--- src/rtl/arbiter_pkg.sv ---
// Shared types and constants for the two-port RAM arbiter.
package arbiter_pkg;
  typedef enum logic {IDLE = 1'b0, REQ = 1'b1} arb_state_e;

  localparam logic PORT_FETCH = 1'b0;
  localparam logic PORT_MEM   = 1'b1;
  localparam int   NUM_PORTS  = 2;

  localparam int DEF_AW           = 32;
  localparam int DEF_DW           = 32;
  localparam int DEF_STARVE_LIMIT = 4;
endpackage

--- src/rtl/toggle_req_latch.sv ---
// Per-port toggle-trigger capture: turns a trigger level change into a held request.
module toggle_req_latch #(
  parameter int AW = 32,
  parameter int DW = 32
) (
  input  logic          clk,
  input  logic          reset,
  input  logic          trig_i,
  input  logic [AW-1:0] addr_i,
  input  logic          rw_i,
  input  logic [DW-1:0] data_i,
  input  logic          clr_i,
  output logic          pending_o,
  output logic [AW-1:0] addr_o,
  output logic          rw_o,
  output logic [DW-1:0] data_o,
  output logic          err_o
);
  logic          seen_q, pend_q, rw_q;
  logic [AW-1:0] addr_q;
  logic [DW-1:0] data_q;
  logic          toggle, busy;

  // A request completing on this edge frees the slot for a same-edge toggle.
  assign toggle = trig_i ^ seen_q;
  assign busy   = pend_q & ~clr_i;
  assign err_o  = toggle & busy;

  always_ff @(posedge clk) begin
    if (reset) begin
      seen_q <= trig_i;
      pend_q <= 1'b0;
      addr_q <= '0;
      rw_q   <= 1'b0;
      data_q <= '0;
    end else begin
      seen_q <= trig_i;
      if (toggle && !busy) begin
        pend_q <= 1'b1;
        addr_q <= addr_i;
        rw_q   <= rw_i;
        data_q <= data_i;
      end else if (clr_i) begin
        pend_q <= 1'b0;
      end
    end
  end

  assign pending_o = pend_q;
  assign addr_o    = addr_q;
  assign rw_o      = rw_q;
  assign data_o    = data_q;
endmodule

--- src/rtl/ram_arbiter.sv ---
// Shares one RAM between fetch (port 0) and memory stage (port 1); port 1 has
// priority, bounded by a starvation counter protecting port 0.
module ram_arbiter
  import arbiter_pkg::*;
#(
  parameter int STARVE_LIMIT = DEF_STARVE_LIMIT,
  parameter int AW           = DEF_AW,
  parameter int DW           = DEF_DW
) (
  input  logic          clk,
  input  logic          reset,
  input  logic          triggerIn0,
  input  logic          triggerIn1,
  input  logic [AW-1:0] addrIn0,
  input  logic [AW-1:0] addrIn1,
  input  logic          rwIn0,
  input  logic          rwIn1,
  input  logic [DW-1:0] dataIn0,
  input  logic [DW-1:0] dataIn1,
  output logic          readyOut0,
  output logic          readyOut1,
  output logic [DW-1:0] dataOut0,
  output logic [DW-1:0] dataOut1,
  output logic          ramReq,
  output logic          ramRw,
  output logic [AW-1:0] ramAddr,
  output logic [DW-1:0] ramDataOut,
  input  logic          ramAck,
  input  logic [DW-1:0] ramDataIn,
  output logic          protocolErr
);
  localparam int SCW = (STARVE_LIMIT > 0) ? $clog2(STARVE_LIMIT + 1) : 1;
  localparam logic [SCW-1:0] STARVE_MAX = SCW'(STARVE_LIMIT);

  logic [NUM_PORTS-1:0]         trig, rw_in, rw_l, pend, err, clr;
  logic [NUM_PORTS-1:0][AW-1:0] addr_in, addr_l;
  logic [NUM_PORTS-1:0][DW-1:0] data_in, data_l;

  assign trig    = {triggerIn1, triggerIn0};
  assign rw_in   = {rwIn1, rwIn0};
  assign addr_in = {addrIn1, addrIn0};
  assign data_in = {dataIn1, dataIn0};

  for (genvar p = 0; p < NUM_PORTS; p++) begin : g_port
    toggle_req_latch #(.AW(AW), .DW(DW)) u_latch (
      .clk      (clk),
      .reset    (reset),
      .trig_i   (trig[p]),
      .addr_i   (addr_in[p]),
      .rw_i     (rw_in[p]),
      .data_i   (data_in[p]),
      .clr_i    (clr[p]),
      .pending_o(pend[p]),
      .addr_o   (addr_l[p]),
      .rw_o     (rw_l[p]),
      .data_o   (data_l[p]),
      .err_o    (err[p])
    );
  end

  arb_state_e                   state_q;
  logic                         grant_q, ramReq_q, ramRw_q, protocolErr_q;
  logic [AW-1:0]                ramAddr_q;
  logic [DW-1:0]                ramDataOut_q;
  logic [NUM_PORTS-1:0][DW-1:0] dataOut_q;
  logic [SCW-1:0]               starveCnt_q, starveCnt_d;
  logic                         issue, done, gnt_sel;

  always_comb begin
    issue   = (state_q == IDLE) && (pend != '0);
    done    = (state_q == REQ) && ramAck;
    gnt_sel = (pend[PORT_MEM] && !(pend[PORT_FETCH] && starveCnt_q == STARVE_MAX))
              ? PORT_MEM : PORT_FETCH;
    clr = '0;
    if (done) clr[grant_q] = 1'b1;
    // Counts port-1 wins only while fetch is actually waiting.
    starveCnt_d = starveCnt_q;
    if (!pend[PORT_FETCH] || (issue && gnt_sel == PORT_FETCH))
      starveCnt_d = '0;
    else if (issue && starveCnt_q != STARVE_MAX)
      starveCnt_d = starveCnt_q + SCW'(1);
  end

  always_ff @(posedge clk) begin
    if (reset) begin
      state_q       <= IDLE;
      grant_q       <= PORT_FETCH;
      ramReq_q      <= 1'b0;
      ramRw_q       <= 1'b0;
      ramAddr_q     <= '0;
      ramDataOut_q  <= '0;
      dataOut_q     <= '0;
      starveCnt_q   <= '0;
      protocolErr_q <= 1'b0;
    end else begin
      starveCnt_q <= starveCnt_d;
      if (err != '0) protocolErr_q <= 1'b1;
      case (state_q)
        IDLE: if (issue) begin
          grant_q      <= gnt_sel;
          ramReq_q     <= 1'b1;
          ramRw_q      <= rw_l[gnt_sel];
          ramAddr_q    <= addr_l[gnt_sel];
          ramDataOut_q <= data_l[gnt_sel];
          state_q      <= REQ;
        end
        REQ: if (ramAck) begin
          ramReq_q <= 1'b0;
          if (!ramRw_q) dataOut_q[grant_q] <= ramDataIn;
          state_q  <= IDLE;
        end
        default: state_q <= IDLE;
      endcase
    end
  end

  assign readyOut0   = ~pend[PORT_FETCH];
  assign readyOut1   = ~pend[PORT_MEM];
  assign dataOut0    = dataOut_q[PORT_FETCH];
  assign dataOut1    = dataOut_q[PORT_MEM];
  assign ramReq      = ramReq_q;
  assign ramRw       = ramRw_q;
  assign ramAddr     = ramAddr_q;
  assign ramDataOut  = ramDataOut_q;
  assign protocolErr = protocolErr_q;
endmodule

--- config.mk ---
export PLATFORM = sky130hd
export DESIGN_NAME = ram_arbiter
export DESIGN_NICKNAME = d
export VERILOG_FILES = /design/src/rtl/arbiter_pkg.sv /design/src/rtl/toggle_req_latch.sv /design/src/rtl/ram_arbiter.sv
export SDC_FILE = /design/constraint.sdc
export NUM_CORES = 1
export LEC_CHECK = 0
export ABC_CLOCK_PERIOD_IN_PS = 4000
export CAP_MARGIN = 40
export CELL_PAD_IN_SITES_DETAIL_PLACEMENT = 0
export CELL_PAD_IN_SITES_GLOBAL_PLACEMENT = 2
export CORE_MARGIN = 2
export CORE_UTILIZATION = 31
export DETAILED_ROUTE_END_ITERATION = 7
export PLACE_DENSITY_LB_ADDON = 0.1
export SYNTH_ARGS = -nofsm -noshare
export SYNTH_HDL_FRONTEND = slang
export SYNTH_SLANG_ARGS = --single-unit
export TNS_END_PERCENT = 1
--- constraint.sdc ---
create_clock -name clk -period 4 [get_ports clk]
set_input_delay 0.6 -clock clk [delete_from_list [all_inputs] [get_ports clk]]
set_output_delay 0.6 -clock clk [all_outputs]
set_load 0.05 [all_outputs]
After elaboration in Yosys (flattened, before gate mapping) --
Cells that the tools add are included.
Word-level totals: output and inout port bits 133, bits in registers 270, bits of input ports 167, word-level logic and storage cells 86
Cells by class: equal/unequal tests 4, mux-type cells 23, reduce and logical (&&, ||, !) cells 22, magnitude comparators 3, bitwise gates (word level) 13, $add $sub $neg 1
Operator list (count):
- 32-bit 2-to-1 mux | 5
- 64-bit bitwise mux | 1
- 32-bit demux with 1-bit select | 1
- 1-bit 2-to-1 mux | 12
- 1-bit logical AND | 9
- 2-bit nonzero test | 4
- 1-bit inverter | 7
- 1-bit AND | 4
- 1-bit zero test | 4
- 1-bit by 2-bit less-than comparator with 1-bit output (second input constant) | 2
- 2-bit inequality test (second input constant) | 2
- 1-bit one-hot mux with 2 select lines | 2
- 2-bit AND reduction | 2
- 3-bit by 1-bit adder with 3-bit output (second input constant) | 1
- 3-bit equality test (second input constant) | 1
- 3-bit inequality test (second input constant) | 1
- 3-bit AND reduction | 1
- 2-bit 2-to-1 mux | 1
- 2-bit OR reduction | 1
- 1-bit XOR | 2
- 1-bit demux with 1-bit select | 1
- 1-bit greater-or-equal comparator (second input constant) | 1
- 1-bit logical OR | 1

Longest topological paths before layout --
depth after elaboration 10, gate-level depth with buffers 7, depth with buffers taken out 5

Hierarchy --
From an unflattened synthesis, not the netlist that was laid out.
Unflattened totals: cells, all modules 1204, area, all modules 11437.2 um^2
By module, submodules not included:
- toggle_req_latch | instances 2, area an instance 3026.7 um^2, cells each 288, seq. area each 1341.3 um^2
- ram_arbiter | instances 1, area an instance 5383.9 um^2, cells each 628, seq. area each 2722.6 um^2

Worst setup path after synthesis --
No wires, ideal clock.
kind input -> register, start input triggerIn0, end register g_port[0].u_latch.addr_q[12], setup time 72 ps, arrival time 1500 ps, cell stages on the path 5, path slack 2428 ps, data required time 3928 ps, buffers on the path 2, cells stage by stage xor2_1 a21boi_2 buf_6 buf_12 mux2i_1
Between the ends: cells in the longest elaborated chain, start to end 2
Ends and longest elaborated chain:
- from (decl) | line ram_arbiter.sv:12 | input logic triggerIn0,
- 1-bit XOR | line toggle_req_latch.sv:25 | assign toggle = trig_i ^ seen_q;
- 1-bit logical AND | line toggle_req_latch.sv:38 | if (toggle && !busy) begin
- to (signal assigned) | line toggle_req_latch.sv:40 | addr_q <= addr_i;
- to (decl) | line toggle_req_latch.sv:20 | logic [AW-1:0] addr_q;
Every way passes these cells. A chain may end at the register's enable or synchronous reset.

Worst setup path after layout --
start register g_port[0].u_latch.pend_q, end output readyOut0
Between the ends: cells in the longest elaborated chain, start to end 1
Ends and longest elaborated chain:
- from (decl) | line toggle_req_latch.sv:19 | logic seen_q, pend_q, rw_q;
- from (signal assigned) | line toggle_req_latch.sv:32 | pend_q <= 1'b0;
- from (signal assigned) | line toggle_req_latch.sv:39 | pend_q <= 1'b1;
- from (signal assigned) | line toggle_req_latch.sv:44 | pend_q <= 1'b0;
- 1-bit inverter | line ram_arbiter.sv:117 | assign readyOut0 = ~pend[PORT_FETCH];
- to (decl) | line ram_arbiter.sv:20 | output logic readyOut0,
Every way passes these cells.

==> flow_summary.json <==
{
  "outcome": "complete, no violations",
  "cp_data_required_time_ns": 3.40,
  "drc": 0,
  "synth_warnings": 0,
  "cts-root-buf": "clkbuf_16",
  "grtUsageTotal": 0.172,
  "dp_hpwl_um": 21900,
  "final_layout_size_suffix_gt1_frac": 0.0566,
  "rsz0062_at_grt": "false",
  "layout_common_cells": "clkdlybuf4s50_1 (298), dfxtp_1 (270), nand2b_1 (260)",
  "nNetsFinal": 1612,
  "fin_util": 0.429,
  "die_w_um": 196,
  "routed-via-count": 9123,
  "fin_skew_ns": 0.00874,
  "max_stage_delay_ns": 0.79,
  "cts_resized": 0,
  "routedWlPerCell_um": 17.5,
  "ir_drop_uv": 326,
  "power_density_mw_per_mm2": 455,
  "yosys.cell_types.count": 40,
  "cts_buffers": 31,
  "synth.avg_cell_area_um2": 9.43,
  "maxCapViolCount": 0,
  "core_area_mm2": 0.0363,
  "synth.top_cell.area_share": 0.475,
  "rows": 70,
  "wirelength_um": 33800,
  "cts-htree-levels": 1,
  "syn_area_mm2": 0.0114,
  "drtAntennaViolNets": 0,
  "crit_family": "buffers and inverters",
  "ys.flop_type": "dfxtp_1",
  "p_leak_nw": 5.50,
  "syn2layout_area_growth_pct": 37.2,
  "syn_nets": 1374,
  "hp-class": "reg2reg",
  "crit_fanout": 9,
  "async_flop_share": 0,
  "tns_ns": 0,
  "pin_count": 300,
  "die_h_um": 196,
  "layout_setup_ws_ns": 1.30,
  "slowest_stage": "clkdlybuf4s50_1",
  "whs_ns": 0.452,
  "fin_crit_ns": 2.70,
  "maxSlewViolCount": 0,
  "startpoint_type": "flip-flop",
  "setup-violations-final": 0,
  "worst-slew-pin-transition_ns": 0.821,
  "power_mw": 7.10,
  "cts.path.max_buffers": 3,
  "port_buffers": 299,
  "ys_seq_elements": 270,
  "critPathKind": "reg2out",
  "clkTransAtPathRegs_ns": 0.06,
  "crit_buf_inv": 2,
  "drt_iter0_markers": 339,
  "final_common_cell": "clkdlybuf4s50_1",
  "grt_antenna_before_repair": 2,
  "grt_first_pass_wirelength_um": 52600,
  "cts.sinks": 270,
  "cts_setup_buffers": 0,
  "syn_inst": 1205,
  "drtPass1Iterations": 4,
  "synth_largest_area_cell": "dfxtp_1",
  "synth_area_leaders": "dfxtp_1 (48%), nand2b_1 (14%), mux2i_1 (11%)",
  "fin_cells": 1936,
  "dp.cells": 1878,
  "ctsHoldBuffers": 0,
  "place_area_mm2": 0.0145,
  "min_period_over_period": 0.675,
  "grt_max_degree": 145,
  "dp_slack_ns": 1.31,
  "viasPerCell": 4.71,
  "first_global_vias": 8980,
  "cts_tree": "built",
  "synth-edff-count": 0,
  "crit_chain": "inv_1 -> clkdlybuf4s50_1",
  "ys_seq_area_frac": 0.475,
  "fin_area_mm2": 0.0156,
  "worstPathArrival_ns": 2.10,
  "hold_violations": 0,
  "start_util": 0.313,
  "insertion_delay_ns": 0.56,
  "place_congestion": 0.715,
  "grt_overflow": 0,
  "slew_headroom": 0.451,
  "fmaxAchievable_mhz": 370,
  "critPathCaptureType": "output port",
  "die_area_mm2": 0.0382
}
[area by class of cell]
class | instances | area [µm²]
timing repair buffer | 316 | 3180
inverter | 5 | 18.8
multi-input combinational | 819 | 5310
tap | 468 | 586
antenna | 1 | 2.50
sequential | 270 | 5410
clock buffer | 43 | 911
fill | 3681 | 20800
clock inverter | 14 | 174
[registers in the layout, indices dropped and copies added, names as in the netlist]
name	count
dataOut1	32
dataOut0	32
g_port.u_latch.seen_q	2
g_port.u_latch.addr_o	64
g_port.u_latch.data_o	64
grant_q	1
g_port.u_latch.pending_o	2
state_q	1
ramAddr	32
g_port.u_latch.rw_o	2
protocolErr	1
ramRw	1
ramReq	1
starveCnt_q	3
ramDataOut	32
[report_power, final]
part	leakage, nW	switching (mW)	internal, mW
sequential	2.20	0.110	2.87
combinational	2.75	0.655	0.497
clock	0.547	1.14	1.83
[tightest hold or removal path: cells and delay by family (launching register included)]
kind	cells	cell delay (ns)
flip-flops	1	0.31
AND/OR/NAND/NOR	1	0.05
AO/OA/AOI/OAI	1	0.05
[synth_stat cells (2+ instances only)]
cell and instances:
a32oi_1 65, a21oi_1 136, clkbuf_1 52, nand2b_1 260, inv_1 5, mux2i_1 130, o21ai_0 2, buf_2 37
and4b_1 2, nor2_1 2, buf_12 10, nand3_1 68, nand2_1 130, ha_1 2, dfxtp_1 270, buf_4 9
buf_6 2
[final timing paths]
check                                            startpoint     endpoint  slack [ns]  depth (start not counted)
worst max-delay path            g_port[0].u_latch.pending_o    readyOut0        1.30                          2
worst min-delay path                            dataOut0[4]  dataOut0[4]        0.45                          2
worst max register to register                      state_q  ramAddr[14]        1.78                          4
worst min register to register                  dataOut0[4]  dataOut0[4]        0.45                          2
[logic make-up (layout without fill, tap and decap cells)]
logic type	after synthesis	after routing	synth area share
XOR/XNOR	2	2	0.00154
other	0	1	0
AO/OA/AOI/OAI	213	213	0.119
multiplexers	130	130	0.114
buffers and inverters	116	378	0.0610
AND/OR/NAND/NOR	472	472	0.227
adder cells (fa/ha/maj)	2	2	0.00220
flip-flops	270	270	0.475
[metal layers]
layer / part of all wire / vias to the layer above / routed length (µm) / global-route usage
li1: - / 4602 / - / -
met1: 0.48 / 4258 / 16100 / 0.235
met2: 0.45 / 227 / 15200 / 0.280
met3: 0.060 / 34 / 2020 / 0.0382
met4: 0.012 / 2 / 409 / 0.0314
met5: 0.00038 / - / 13 / 0
No activity file was read; power rests on OpenSTA's default activity.
